--- src/rtl/nchan_seq_mux_pkg.sv ---
// Shared types and helpers for the N-channel registered mux and its pointer logic.
// Mode encoding, per-edge action decode and index-width helper live here.
package nchan_seq_mux_pkg;

   typedef enum logic {
      MODE_MANUAL = 1'b0,
      MODE_SCAN   = 1'b1
   } mode_e;

   // What the output/scan registers do on the coming edge.
   typedef enum logic [2:0] {
      ACT_MANUAL,
      ACT_RESTART,
      ACT_COUNT,
      ACT_IDLE,
      ACT_SKIP,
      ACT_STALL,
      ACT_CAPTURE
   } act_e;

   function automatic int idx_width(input int n);
      return (n > 1) ? $clog2(n) : 1;
   endfunction

endpackage

--- src/rtl/nchan_seq_mux_rr_next_sel.sv ---
// Combinational round-robin helper: next enabled channel strictly after ptr, with wrap.
// Returns ptr itself when it is the only enabled channel; any_en flags a non-empty mask.
module rr_next_sel
   import nchan_seq_mux_pkg::*;
#(
   parameter  int N  = 4,
   localparam int SW = idx_width(N)
) (
   input  logic [N-1:0]  en,
   input  logic [SW-1:0] ptr,
   output logic [SW-1:0] nxt,
   output logic          any_en
);

   // Walk offsets from farthest to nearest so the nearest enabled channel wins.
   always_comb begin
      // NOTE: default assignment first so no path leaves nxt unassigned (no latch).
      nxt = ptr;
      for (int i = N; i >= 1; i--) begin
         if (en[(int'(ptr) + i) % N]) nxt = SW'((int'(ptr) + i) % N);
      end
   end

   assign any_en = |en;

endmodule

--- src/rtl/nchan_seq_mux.sv ---
// N-channel W-bit registered mux with VALID/READY output, enable mask and auto-scan.
// Manual mode captures d_in[s]; scan mode visits enabled channels every DWELL cycles.
module nchan_seq_mux
   import nchan_seq_mux_pkg::*;
#(
   parameter  int N     = 4,
   parameter  int W     = 4,
   parameter  int DWELL = 4,
   localparam int SW    = idx_width(N)
) (
   input  logic            clk,
   input  logic            rst_n,
   input  logic [N*W-1:0]  d_in,
   input  logic [SW-1:0]   s,
   input  logic            mode,
   input  logic [N-1:0]    en,
   input  logic            ready,
   output logic [W-1:0]    y,
   output logic [SW-1:0]   ch,
   output logic            valid
);

   localparam int            CW       = idx_width(DWELL);
   localparam logic [CW-1:0] CNT_LAST = CW'(DWELL - 1);

   logic [SW-1:0] ptr, ptr_next;
   logic [CW-1:0] cnt;
   logic          mode_q;
   logic          any_en, free, at_cap, mode_chg, sel_ok;
   logic [W-1:0]  d_sel, d_ptr;
   act_e          act;

   rr_next_sel #(.N(N)) u_rr_next_sel (
      .en     (en),
      .ptr    (ptr),
      .nxt    (ptr_next),
      .any_en (any_en)
   );

   assign free     = !valid || ready;
   assign at_cap   = (cnt == CNT_LAST);
   assign mode_chg = (mode != mode_q);
   assign sel_ok   = (int'(s) < N) && en[s];
   assign d_sel    = d_in[int'(s) * W +: W];
   assign d_ptr    = d_in[int'(ptr) * W +: W];

   always_comb begin
      act = ACT_COUNT;
      if (mode == MODE_MANUAL)  act = ACT_MANUAL;
      else if (mode_chg)        act = ACT_RESTART;
      else if (!at_cap)         act = ACT_COUNT;
      else if (!any_en)         act = ACT_IDLE;
      else if (!en[ptr])        act = ACT_SKIP;
      else if (!free)           act = ACT_STALL;
      else                      act = ACT_CAPTURE;
   end

   // mode_q resets to scan so a part held in scan through reset does not lose
   // its first dwell period to a spurious mode-change restart.
   always_ff @(posedge clk or negedge rst_n) begin
      if (!rst_n) begin
         y      <= '0;
         ch     <= '0;
         valid  <= 1'b0;
         ptr    <= '0;
         cnt    <= '0;
         mode_q <= MODE_SCAN;
      end else begin
         // NOTE: non-blocking assignments so every register samples pre-edge values.
         mode_q <= mode;
         unique case (act)
            ACT_MANUAL: begin
               cnt <= '0;
               if (free) begin
                  if (sel_ok) begin
                     y     <= d_sel;
                     ch    <= s;
                     valid <= 1'b1;
                  end else begin
                     valid <= 1'b0;
                  end
               end
            end
            ACT_RESTART: begin
               cnt <= '0;
               if (free) valid <= 1'b0;
            end
            ACT_COUNT: begin
               cnt <= cnt + 1'b1;
               if (free) valid <= 1'b0;
            end
            ACT_IDLE: begin
               if (free) valid <= 1'b0;
            end
            ACT_SKIP: begin
               ptr <= ptr_next;
               cnt <= '0;
               if (free) valid <= 1'b0;
            end
            ACT_STALL: begin
               // Held at the capture point until the consumer takes the pending sample.
            end
            ACT_CAPTURE: begin
               y     <= d_ptr;
               ch    <= ptr;
               valid <= 1'b1;
               cnt   <= '0;
               ptr   <= ptr_next;
            end
            default: ;
         endcase
      end
   end

endmodule

--- config.mk ---
export PLATFORM = sky130hd
export DESIGN_NAME = nchan_seq_mux
export DESIGN_NICKNAME = d
export VERILOG_FILES = /design/src/rtl/nchan_seq_mux_pkg.sv /design/src/rtl/nchan_seq_mux_rr_next_sel.sv /design/src/rtl/nchan_seq_mux.sv
export SDC_FILE = /design/constraint.sdc
export NUM_CORES = 1
export LEC_CHECK = 0
export ABC_AREA = 0
export CORE_MARGIN = 5
export CORE_UTILIZATION = 44
export DETAILED_ROUTE_END_ITERATION = 10
export GPL_TIMING_DRIVEN = 0
export HOLD_SLACK_MARGIN = 0.08
export PLACE_DENSITY = 0.83
export SLEW_MARGIN = 20
export SYNTH_ARGS = -nofsm -noshare
export SYNTH_HDL_FRONTEND = slang
export SYNTH_SLANG_ARGS = --single-unit
--- constraint.sdc ---
create_clock -name clk -period 2.3 [get_ports clk]
set_input_delay 0.69 -clock clk [delete_from_list [all_inputs] [get_ports clk]]
set_output_delay 0.69 -clock clk [all_outputs]
set_load 0.01 [all_outputs]
==> run_results.csv <==
group,metric,value,unit
outcome,status,"finished clean",
global_route,grt_max_degree,13,
sta,holdWs,0.483,ns
detailed_routing,first_pass_iters,4,
synthesis,yosysSeqAreaShare,32.3,%
die,start_util,47.0,%
synthesis,synth_seq_cells,12,
clock_tree,holdBufCountCts,0,
synthesis,synthesis.nets,125,
clock_tree,cts_tree,"yes",
layout,drive_above_1_share,26.9,%
worst_setup_path,critPathArrivalTime,2.44,ns
sta,fmax,0.445,GHz
die,rows,16,
die,die_height,56.0,um
min_path,hold_depth,2,
synthesis,synth_edf_count,0,
detailed_routing,ant_nets,0,
synthesis,ys_async_sr_fraction,100,%
die,ios,33,
clock_tree,cts_root_buf,"clkbuf_4",
clock_tree,clk_transition_reported_paths,0.08,ns
pwr,powerDensity,483,nW/um^2
worst_setup_path,required,2.50,ns
layout,nNetsFinal,162,
layout,multi_input_area,701,um^2
die,dieWidth,56.0,um
detailed_routing,vias_per_cell,5.65,
layout,register_area,303,um^2
detailed_routing,wirelength,2.67,mm
synthesis,synth_ff_type,"dfrtp_1",
synthesis,synth_area_per_cell,9.51,um^2
placement,post_dp_cell_area,1340,um^2
global_route,grt_usage,17.8,%
layout,finalInstanceArea,1480,um^2
synthesis,yosys_warnings,0,
placement,gpl.final_weighted_congestion,0.836,
sta,finalSetupViolations,0,
pwr,peakVddDrop,0.354,mV
layout,diodes,0,
sta,fin_crit_sh,97.7,%
worst_setup_path,reg2reg_depth,6,
die,coreArea,1980,um^2
clock_tree,cts_buffers,3,
run,maxCapViolCount,0,
die,die_area,3140,um^2
worst_setup_path,criticalPathCategory,"input port to flip-flop",
layout,areaGrowthSynthToFinish,58.4,%
placement,hpwl,1.86,mm
detailed_routing,drc,0,
worst_setup_path,cp_max_fo,8,
sta,period_needed,2.25,ns
synthesis,synth_cell_types,38,
placement,io_buffer_count,30,
pwr,cellLeakagePower,0.000562,uW
layout,fill_cells,127,
synthesis,syn_area,932,um^2
clock_tree,htreeDepth,1,
min_path,hp-class,"flip-flop to flip-flop",
clock_tree,clkLatencyLatePin,0.29,ns
global_route,grt_pass1_wl,4.40,mm
worst_setup_path,endpoint_kind,"flip-flop",
global_route,grt_antenna_before_repair,0,
sta,slew_headroom,60.3,%
detailed_routing,vias,910,
global_route,grt_pass1_vias,902,
clock_tree,cts_num_sinks,12,
synthesis,syn_inst,98,
worst_setup_path,startpoint_type,"input port",
sta,tightest_slew,0.596,ns
layout,final_core_utilization,74.5,%
sta,skew,0.00195,ns
detailed_routing,drt-initial-drc-count,11,
clock_tree,cts_buffer_depth,2,
detailed_routing,wire_per_inst,16.6,um
global_route,grt_overflow,0,
sta,maxSlewViolCount,0,
sta,hold_violations,0,
## placed cells by master, fill, tap and decap left out, types with 2 or more instances in the layout
master           instances
and3_1                   3
a211oi_2                 6
dfrtp_1                 10
buf_4                    2
dlygate4sd2_1            2
clkbuf_1                 2
nand2b_1                 2
clkdlybuf4s50_1         26
mux2i_1                  6
nand2_1                  4
inv_1                    8
a211oi_1                 3
clkbuf_4                 4
nand3b_1                 2
nor2_1                   9
a2111oi_4                3
clkbuf_8                 2
o21ai_0                  6
## routing by layer
layer	global-route usage [%]	share of wire (%)	up-vias
met1	21.7	42	428
met4	8.14	1.7	0
met3	4.87	5.7	4
li1	-	-	450
met2	29.0	50	28
met5	0	0	-
## flip-flops by register name, indices dropped and copies added, names as in the netlist
name    cells
cnt         2
ptr         2
mode_q      1
valid       1
ch          2
y           4
## cell usage after synthesis (2+ instances only)
cell	number	area, um^2
a2111oi_0	4	35.0
a211oi_1	9	67.6
and3_1	4	25.0
buf_6	3	33.8
clkbuf_1	3	11.3
dfrtp_1	11	275
inv_1	8	30.0
mux2i_1	7	70.1
nand2_1	4	15.0
nand2b_1	2	12.5
nand3b_1	2	15.0
nor2_1	10	37.5
o21ai_0	6	30.0
## area by class of cell
class | instances | area share [%]
multi-input cells | 72 | 47.5
repair buffers | 33 | 22.0
flip-flops and latches | 12 | 20.5
plain buffers | 5 | 3.22
clock buffers | 4 | 2.46
well taps | 27 | 2.29
inverters | 8 | 2.03
## stage by stage
step	std cells	setup WS, ns	total power, uW	setup TNS, ns
6_report	161	0.0538	714	0
5_1_grt	161	-0.0145	755	-0.0145
4_1_cts	160	0.0258	705	0
3_5_place_dp	155	-0.717	517	-5.73
3_3_place_gp	155	-0.669	510	-5.38
2_1_floorplan	98	-0.0220	390	-0.0708
## critical path, cell delays in order
cell and delay [ns]:
dlygate4sd2_1 0.31, mux4_1 0.59, a32oi_2 0.21, or2_1 0.14, clkbuf_8 0.18, nor2_1 0.09, a211oi_1 0.24
## timing repair
action	in CTS	in global routing
pin swaps	1	5
cloned	0	0
buffers inserted	1	2
setup endpoints to repair	10	5
gates resized for setup	19	8
## power breakdown
| group | switching (uW) | leakage (uW) | internal, uW |
|---|---|---|---|
| Sequential | 23.2 | 0.000143 | 245 |
| Clock | 81.6 | 0.0000210 | 96.5 |
| Combinational | 122 | 0.000398 | 146 |
## kinds of logic (layout without fill, tap and decap cells)
logic type      after synthesis  count (layout)  synth area share [%]
xor+xnor                      1               1                 0.940
simple gates                 32              32                  19.7
fa+ha+maj                     1               1                  1.34
flops                        12              12                  32.3
compound gates               28              28                  23.2
mux                          10              10                  14.4
buf+inv                      14              50                  8.05
## final timing paths
check	startpoint	to	slack (ns)
max	s[1]	y[3]	0.05
min in group asynchronous	rst_n	valid	0.77
max reg2reg	ptr[1]	y[0]	0.17
max in group asynchronous	rst_n	ptr[1]	1.12
min reg2reg	ch[0]	ch[0]	0.48
min	ch[0]	ch[0]	0.48
No activity file was read; power rests on OpenSTA's default activity.
